**src/rtl/booth_result_fifo.sv**
```systemverilog
// booth_result_fifo: port-mapped result buffer behind the Booth multiplier.
// Captures each signed 16-bit product on the rising edge of done into a small
// FIFO and keeps a wrapping signed running sum of every accepted product.
// PicoBlaze map (offsets from BASE):
//   +0 head MSB, +1 head LSB (read_strobe pops), +2 status / command,
//   +3..+5 accumulator bytes, sign-extended above ACC_W.
// Optional feature macro: BOOTH_FIFO_IRQ_EN adds a registered irq output.
module booth_result_fifo #(
   parameter int         DEPTH = 4,
   parameter int         ACC_W = 24,
   parameter logic [7:0] BASE  = 8'h90
) (
   input  logic        clk,
   input  logic        reset,
   input  logic        done,
   input  logic [15:0] result,
   input  logic [7:0]  port_id,
   input  logic        read_strobe,
   input  logic        write_strobe,
   input  logic [7:0]  out_port,
   output logic [7:0]  rd_data
`ifdef BOOTH_FIFO_IRQ_EN
   ,
   output logic        irq
`endif
);

   localparam int PW = (DEPTH > 1) ? $clog2(DEPTH) : 1;
   localparam int CW = PW + 1;
   localparam logic [CW-1:0] DEPTH_C  = CW'(DEPTH);
   localparam logic [7:0]    ADDR_LSB = BASE + 8'd1;
   localparam logic [7:0]    ADDR_CMD = BASE + 8'd2;

   logic                    done_q_r;
   logic [PW-1:0]           wr_ptr_r;
   logic [PW-1:0]           rd_ptr_r;
   logic [CW-1:0]           count_r;
   logic                    ovf_r;
   logic signed [ACC_W-1:0] acc_r;
   logic [15:0]             mem_r [DEPTH];

   logic                    capture_s;
   logic                    empty_s;
   logic                    full_s;
   logic                    pop_s;
   logic                    push_s;
   logic                    drop_s;
   logic                    clr_fifo_s;
   logic                    clr_acc_s;
   logic signed [15:0]      result_s;
   logic [15:0]             head_s;
   logic [3:0]              count_ext_s;
   logic signed [23:0]      acc_ext_s;
   logic [7:0]              status_s;
   logic [7:0]              offset_s;

   assign capture_s   = done & ~done_q_r;
   assign empty_s     = (count_r == {CW{1'b0}});
   assign full_s      = (count_r == DEPTH_C);
   assign pop_s       = read_strobe & (port_id == ADDR_LSB) & ~empty_s;
   // A pop on the same edge frees the slot, so a full FIFO still accepts.
   assign push_s      = capture_s & (~full_s | pop_s);
   assign drop_s      = capture_s & full_s & ~pop_s;
   assign clr_fifo_s  = write_strobe & (port_id == ADDR_CMD) & out_port[0];
   assign clr_acc_s   = write_strobe & (port_id == ADDR_CMD) & out_port[1];
   assign result_s    = result;
   assign head_s      = empty_s ? 16'h0000 : mem_r[rd_ptr_r];
   assign count_ext_s = 4'(count_r);
   assign acc_ext_s   = 24'(acc_r);
   assign status_s    = {ovf_r, count_ext_s[2:0], 2'b00, full_s, empty_s};
   assign offset_s    = port_id - BASE;

   // Register done; reset high so a done already asserted at release is ignored.
   always_ff @(posedge clk or negedge reset) begin
      if (!reset) begin
         done_q_r <= 1'b1;
      end else begin
         done_q_r <= done;
      end
   end

   // Pointer, occupancy and sticky overflow control; a FIFO clear wins.
   always_ff @(posedge clk or negedge reset) begin
      if (!reset) begin
         wr_ptr_r <= {PW{1'b0}};
         rd_ptr_r <= {PW{1'b0}};
         count_r  <= {CW{1'b0}};
         ovf_r    <= 1'b0;
      end else if (clr_fifo_s) begin
         wr_ptr_r <= {PW{1'b0}};
         rd_ptr_r <= {PW{1'b0}};
         count_r  <= {CW{1'b0}};
         ovf_r    <= 1'b0;
      end else begin
         if (push_s) begin
            wr_ptr_r <= wr_ptr_r + PW'(1);
         end else begin
            wr_ptr_r <= wr_ptr_r;
         end
         if (pop_s) begin
            rd_ptr_r <= rd_ptr_r + PW'(1);
         end else begin
            rd_ptr_r <= rd_ptr_r;
         end
         if (push_s && !pop_s) begin
            count_r <= count_r + CW'(1);
         end else if (pop_s && !push_s) begin
            count_r <= count_r - CW'(1);
         end else begin
            count_r <= count_r;
         end
         if (drop_s) begin
            ovf_r <= 1'b1;
         end else begin
            ovf_r <= ovf_r;
         end
      end
   end

   // Product storage, written at the write pointer on every accepted capture.
   always_ff @(posedge clk or negedge reset) begin
      if (!reset) begin
         for (int i = 0; i < DEPTH; i++) begin
            mem_r[i] <= 16'h0000;
         end
      end else if (push_s) begin
         mem_r[wr_ptr_r] <= result;
      end else begin
         mem_r[wr_ptr_r] <= mem_r[wr_ptr_r];
      end
   end

   // Wrapping signed running sum of accepted products; accumulator clear wins.
   always_ff @(posedge clk or negedge reset) begin
      if (!reset) begin
         acc_r <= '0;
      end else if (clr_acc_s) begin
         acc_r <= '0;
      end else if (push_s) begin
         acc_r <= acc_r + ACC_W'(result_s);
      end else begin
         acc_r <= acc_r;
      end
   end

   // Combinational read mux for the PicoBlaze in_port path.
   always_comb begin
      rd_data = 8'h00;
      case (offset_s)
         8'd0:    rd_data = head_s[15:8];
         8'd1:    rd_data = head_s[7:0];
         8'd2:    rd_data = status_s;
         8'd3:    rd_data = acc_ext_s[7:0];
         8'd4:    rd_data = acc_ext_s[15:8];
         8'd5:    rd_data = acc_ext_s[23:16];
         default: rd_data = 8'h00;
      endcase
   end

`ifdef BOOTH_FIFO_IRQ_EN
   // Interrupt request follows pending data or overflow one cycle later.
   always_ff @(posedge clk or negedge reset) begin
      if (!reset) begin
         irq <= 1'b0;
      end else begin
         irq <= (count_r != {CW{1'b0}}) | ovf_r;
      end
   end
`endif

endmodule

```
**config.mk**
```make
export PLATFORM = sky130hd
export DESIGN_NAME = booth_result_fifo
export DESIGN_NICKNAME = d
export VERILOG_FILES = /design/src/rtl/booth_result_fifo.sv
export SDC_FILE = /design/constraint.sdc
export NUM_CORES = 1
export LEC_CHECK = 0
export ABC_AREA = 1
export CAP_MARGIN = 20
export CELL_PAD_IN_SITES_DETAIL_PLACEMENT = 0
export CELL_PAD_IN_SITES_GLOBAL_PLACEMENT = 1
export CORE_MARGIN = 1
export CORE_UTILIZATION = 30
export CTS_BUF_LIST = sky130_fd_sc_hd__clkbuf_4
export DETAILED_ROUTE_END_ITERATION = 16
export PLACE_DENSITY = 0.59
export SLEW_MARGIN = 20
export SYNTH_ARGS = -nofsm -noshare
export SYNTH_HDL_FRONTEND = slang
export SYNTH_SLANG_ARGS = --single-unit
export TNS_END_PERCENT = 10
```
**constraint.sdc**
```tcl
create_clock -name clk -period 1.6 [get_ports clk]
set_input_delay 0.24 -clock clk [delete_from_list [all_inputs] [get_ports clk]]
set_output_delay 0.24 -clock clk [all_outputs]
set_load 0.01 [all_outputs]
```
# After elaboration in Yosys (flattened, before gate mapping)
# Cells that the tools add are included.
[totals] regBits=97 elab_cells=79 in_bits=37
[classes] reduce_logical=12 n_eq_ne=8 order_cmp=3 mux=24 bitwise_logic=16 add_sub_neg=6
[ops] op="bitwise mux 64 bit" count=2
[ops] op="2-to-1 mux 16 bit" count=6
[ops] op="binary-select mux 16 bit (select 2 bit)" count=2
[ops] op="2-to-1 mux 64 bit" count=1
[ops] op="2-to-1 mux 24 bit" count=2
[ops] op="one-hot mux 8 bit (6 select lines)" count=1
[ops] op="demux 16 bit (select 2 bit)" count=1
[ops] op="adder 24 x 16 -> 24 bit" count=1
[ops] op="equality test 8 x 2 -> 1 bit (second input constant)" count=2
[ops] op="equality test 8 x 3 -> 1 bit (second input constant)" count=2
[ops] op="equality test 8 bit (second input constant)" count=2
[ops] op="bitwise AND 1 bit" count=9
[ops] op="2-to-1 mux 3 bit" count=3
[ops] op="equality test 8 x 1 -> 1 bit (second input constant)" count=1
[ops] op="logical NOT 8 bit" count=1
[ops] op="2-to-1 mux 2 bit" count=4
[ops] op="nonzero test 2 bit" count=4
[ops] op="subtractor 8 bit (second input constant)" count=1
[ops] op=">= comparator 3 bit (second input constant)" count=2
[ops] op="NOT 2 -> 3 bit" count=2
[ops] op="adder 2 x 1 -> 2 bit (second input constant)" count=2
[ops] op="NOT 1 bit" count=4
[ops] op="adder 3 x 1 -> 3 bit (second input constant)" count=1
[ops] op="equality test 3 bit (second input constant)" count=1
[ops] op="other kinds (8)" count=12

# Logic depth before layout (Yosys ltp)
[depth] word_depth=10 mapped_depth=12 depth_no_buf=12

# Worst setup path after synthesis
# Ideal clock, no wire load.
[synth_path] path_kind="flip-flop to flip-flop" from="register count_r[1]" to="register count_r[2]" arrival_time_ps=1715 slack_ps=-231 setup_ps=117 stages_incl_launch_ff=12 period_less_slack_ps=1831 t_required_ps=1483 cell_sequence="dfrtp_1 -> nor2_1 -> inv_2 -> nor2_1 -> inv_1 -> nand3_1 -> inv_1 -> fa_1 -> xnor2_1 -> xor2_1 -> nand2_1 -> nand2_1"
[synth_via] elab_chain_cells=8 elab_cells_between_ends=17 classes_between="add/sub: 2; eq/ne: 1; mux: 3; bitwise: 5; reduce/logical: 6"
[synth_lines] item="start, declared" line="37" source="logic [CW-1:0] count_r;"
[synth_lines] item="start signal, assigned" line="87" source="count_r <= {CW{1'b0}};"
[synth_lines] item="start signal, assigned" line="92" source="count_r <= {CW{1'b0}};"
[synth_lines] item="start signal, assigned" line="106" source="count_r <= count_r + CW'(1);"
[synth_lines] item="logical NOT 3 bit" line="58" source="assign empty_s = (count_r == {CW{1'b0}});"
[synth_lines] item="NOT 1 bit" line="60" source="assign pop_s = read_strobe & (port_id == ADDR_LSB) & ~empty_s;"
[synth_lines] item="bitwise AND 1 bit" line="60"
[synth_lines] item="OR 1 bit" line="62" source="assign push_s = capture_s & (~full_s | pop_s);"
[synth_lines] item="bitwise AND 1 bit" line="62"
[synth_lines] item="logical AND 1 bit or logical NOT 1 bit (tied branches)" line="105, 107"
[synth_lines] item="2-to-1 mux 3 bit or logical AND 1 bit (tied branches)" line="105, 107"
[synth_lines] item="2-to-1 mux 3 bit or nonzero test 3 bit (tied branches)"
# Parallel ways exist; a longest one is shown, timed or not. The select of a mux whose other input is x is not followed.
# A chain may end at the register's enable or synchronous reset.

# Worst setup path in the final report
[layout_path] from="register rd_ptr_r[0]" to="output port rd_data[1]"
[layout_via] elab_chain_cells=6
[layout_lines] item="start, declared" line="36" source="logic [PW-1:0] rd_ptr_r;"
[layout_lines] item="start signal, assigned" line="86" source="rd_ptr_r <= {PW{1'b0}};"
[layout_lines] item="start signal, assigned" line="91" source="rd_ptr_r <= {PW{1'b0}};"
[layout_lines] item="start signal, assigned" line="101" source="rd_ptr_r <= rd_ptr_r + PW'(1);"
[layout_lines] item="NOT 2 -> 3 bit (not written as such)" line="67" source="assign head_s = empty_s ? 16'h0000 : mem_r[rd_ptr_r];"
[layout_lines] item="binary-select mux 16 bit (select 2 bit)" line="67"
[layout_lines] item="2-to-1 mux 16 bit (not written as such) (2 in series)" line="67"
[layout_lines] item="2-to-1 mux 16 bit" line="67"
[layout_lines] item="one-hot mux 8 bit (6 select lines)" line="149" source="case (offset_s)"
[layout_lines] item="end, declared" line="21" source="output logic [7:0] rd_data"
# No other way between the ends. The select of a mux whose other input is x is not followed.

==> results.py <==
metrics = {
    "outcome": {
        "status": "finished, violations left",
        "violations": "negative setup slack",
    },
    "cts": {
        "root_buffer": "clkbuf_4",
        "numClockSinks": 97,
        "htree_levels": 3,
        "clk_pin_slew_worst_paths_ns": 0.20,
        "cts_buffers": 9,
        "cts_buffer_depth": 2,
        "insertion_delay_ns": 0.52,
        "tritoncts": "built",
    },
    "timing": {
        "period_needed_ns": 2.288,
        "finalCritPeriodShare_pct": 143.0,
        "finalMaxSlewViolations": 0,
        "worst_pin_slew_ns": 0.5007,
        "clock.fmax_mhz": 437.2,
        "skew_ns": 0.04237,
        "fin_ws_ns": -0.6875,
        "hold_viol": 0,
        "rsz0062_at_grt": "true",
        "slew_headroom_pct": 66.27,
        "setup_viol_count_final": 101,
    },
    "synth": {
        "synth_cell_type_count": 34,
        "yosys-top-cells-count": "245 x nand2_1, 241 x nand3_1, 126 x inv_1",
        "synthCells": 1132,
        "ys_seq_area_share_pct": 32.67,
        "ys_ff_latch": 97,
        "syn-cell-area_um2": 7435,
        "synth_most_common_cell": "nand2_1",
        "synth_edf_count": 0,
        "yosys.area.top_type": "dfrtp_1",
        "synth_area_per_cell_um2": 6.568,
        "async_flop_share_pct": 100.0,
        "synth_fp_nets": 1198,
        "synth_top_area_share_pct": 32.31,
        "synth_flop_cell": "dfrtp_1",
        "yosys_warnings": 0,
        "yosys-top-cells-area": "dfrtp_1 32%, nand3_1 16%, nand2_1 12%, o21ai_0 8.0%, inv_1 6.4%",
    },
    "route": {
        "via_count": 8464,
        "drt_iter0_markers": 524,
        "avgViaCountPerCell": 4.976,
        "routed_wl_um": 30500,
        "ant_nets": 0,
        "drt-pass1-iter-count": 5,
        "route.detailed.drc": 0,
        "wl_per_cell_um": 17.93,
    },
    "grt": {
        "grt_overflow": 0,
        "grt_pass1_wl_um": 46060,
        "antenna_found_initial": 1,
        "grt_max_degree": 66,
        "grt_usage_pct": 23.78,
        "grt_pass1_vias": 8252,
    },
    "pwr": {
        "leakage_uw": 0.005211,
        "power_density_nw_per_um2": 1799,
        "vdd_ir_drop_max_mv": 0.6565,
        "power_uw": 19220,
    },
    "critical_path": {
        "endpoint_kind": "output pin",
        "worstSetupPathType": "reg -> out",
        "crit_fanout": 6,
        "cp-start-kind": "flip-flop",
        "critical_path_arrival_ns": 2.05,
        "crit_required_ns": 1.36,
        "r2r_cells": 13,
    },
    "finish": {
        "multiInputGateArea_um2": 4624,
        "fin_util_pct": 43.93,
        "final_nets": 1437,
        "fillers": 2596,
        "layout-area-overhead-vs-synth_pct": 43.71,
        "design_area_um2": 10680,
        "drive_gt1_share_pct": 27.62,
        "seq_area_um2": 2431,
    },
    "die": {
        "ios": 45,
        "core_area_um2": 24320,
        "dieArea_um2": 25420,
        "fp.dieW_um": 159.4,
        "initial_core_util_pct": 30.57,
        "die_h_um": 159.4,
        "rows": 57,
    },
    "place": {
        "placed_cell_area_um2": 9917,
        "io_buffer_count": 38,
        "gp_routability_congestion": 0.8939,
        "dp_hpwl_um": 22110,
    },
    "job": {
        "maxCapViolCount": 0,
    },
    "hold_path": {
        "min_path_type": "in -> async",
    },
}
power breakdown:
part	internal (uW)	switching [uW]
combinational	6210	7340
sequential	3590	709
clock	347	1030
total	10100	9080
timing repair:
action | in CTS | in global routing
endpoints found under the setup margin | 101 | 104
endpoints found under the hold margin | 26 | 0
pin swaps | 31 | 42
hold buffers | 1 | 0
gates cloned | 4 | 4
buffers inserted | 5 | 4
resized for setup | 109 | 69
layout make-up:
| class | instances | area share (%) |
|---|---|---|
| Multi-Input combinational cell | 843 | 43.28 |
| Clock inverter | 7 | 0.5621 |
| Inverter | 133 | 4.883 |
| Clock buffer | 9 | 0.6324 |
| Tap cell | 324 | 3.794 |
| Sequential cell | 97 | 22.75 |
| Timing Repair Buffer | 286 | 24.00 |
| Timing Repair inverter | 1 | 0.07027 |
| Antenna cell | 1 | 0.02342 |
path summary, 6_finish.rpt:
check / from / to / slack, ns
min in group clk: done / done_q_r$_DFF_PN1_ / 0.27
setup / recovery: rd_ptr_r[0]$_DFFE_PN0P_ / rd_data[1] / -0.69
max in group asynchronous: reset / mem_r[60]$_DFFE_PN0P_ / 0.83
hold reg to reg: mem_r[60]$_DFFE_PN0P_ / mem_r[60]$_DFFE_PN0P_ / 0.54
setup reg to reg: count_r[0]$_DFFE_PN0P_ / count_r[2]$_DFFE_PN0P_ / -0.26
hold / removal: reset / mem_r[5]$_DFFE_PN0P_ / 0.19
state kept, by name, indices dropped and copies added, names as in the netlist:
| signal | count |
|---|---|
| ovf_r | 1 |
| wr_ptr_r | 2 |
| done_q_r | 1 |
| mem_r | 64 |
| acc_ext_s | 24 |
| rd_ptr_r | 2 |
| count_r | 3 |
through the flow:
stage | hold slack, ns | std cells | setup WS, ns | setup TNS, ns
2_1_floorplan | -0.05559 | 1132 | -0.1114 | -1.204
3_3_place_gp | 0.2287 | 1668 | -0.7897 | -56.64
3_5_place_dp | 0.2296 | 1668 | -0.8310 | -58.65
4_1_cts | 0.1741 | 1693 | -0.7435 | -26.20
5_1_grt | 0.1688 | 1701 | -0.7997 | -30.45
6_report | 0.1864 | 1701 | -0.6875 | -19.63
critical path: stages (launching register included):
cell and delay (ns):
dfrtp_2 0.48, buf_12 0.17, buf_4 0.15, o21ai_1 0.07, o21ai_1 0.17, buf_4 0.17
nand4_1 0.09, nand3_1 0.12, buf_2 0.13
cells by family after synthesis:
family,after synthesis,synth area share (%)
XOR/XNOR,9,1.060
buffers and inverters,193,10.85
AO/OA/AOI/OAI,194,13.75
AND/OR/NAND/NOR,610,36.59
flip-flops,97,32.67
adder cells (fa/ha/maj),29,5.082
per-layer routing:
| layer | share of wire, % | track usage, % |
|---|---|---|
| met4 | 4.1 | 9.441 |
| met1 | 44 | 30.33 |
| met3 | 4.0 | 3.543 |
| met5 | 0 | 0 |
| met2 | 48 | 40.27 |
cell usage in the layout (no fill, tap or decap), types with 10 or more instances in the layout:
cell             Yosys  layout
a21oi_2              0      11
nor2_1              82      70
nand2_2              2      14
nand3_2              1      28
a21oi_1             49      38
nand3_1            241     214
nand4_1             17      17
nor2_2               2      10
nand2_1            245     233
buf_4                1     219
o21ai_0            119      77
clkdlybuf4s50_1      0      28
ha_1                27      16
o21ai_1              3      43
inv_1              126     122
o211ai_1            16      16
buf_12               0      16
dfrtp_1             96      94
Note: power is estimated with default switching activity, not from simulation.
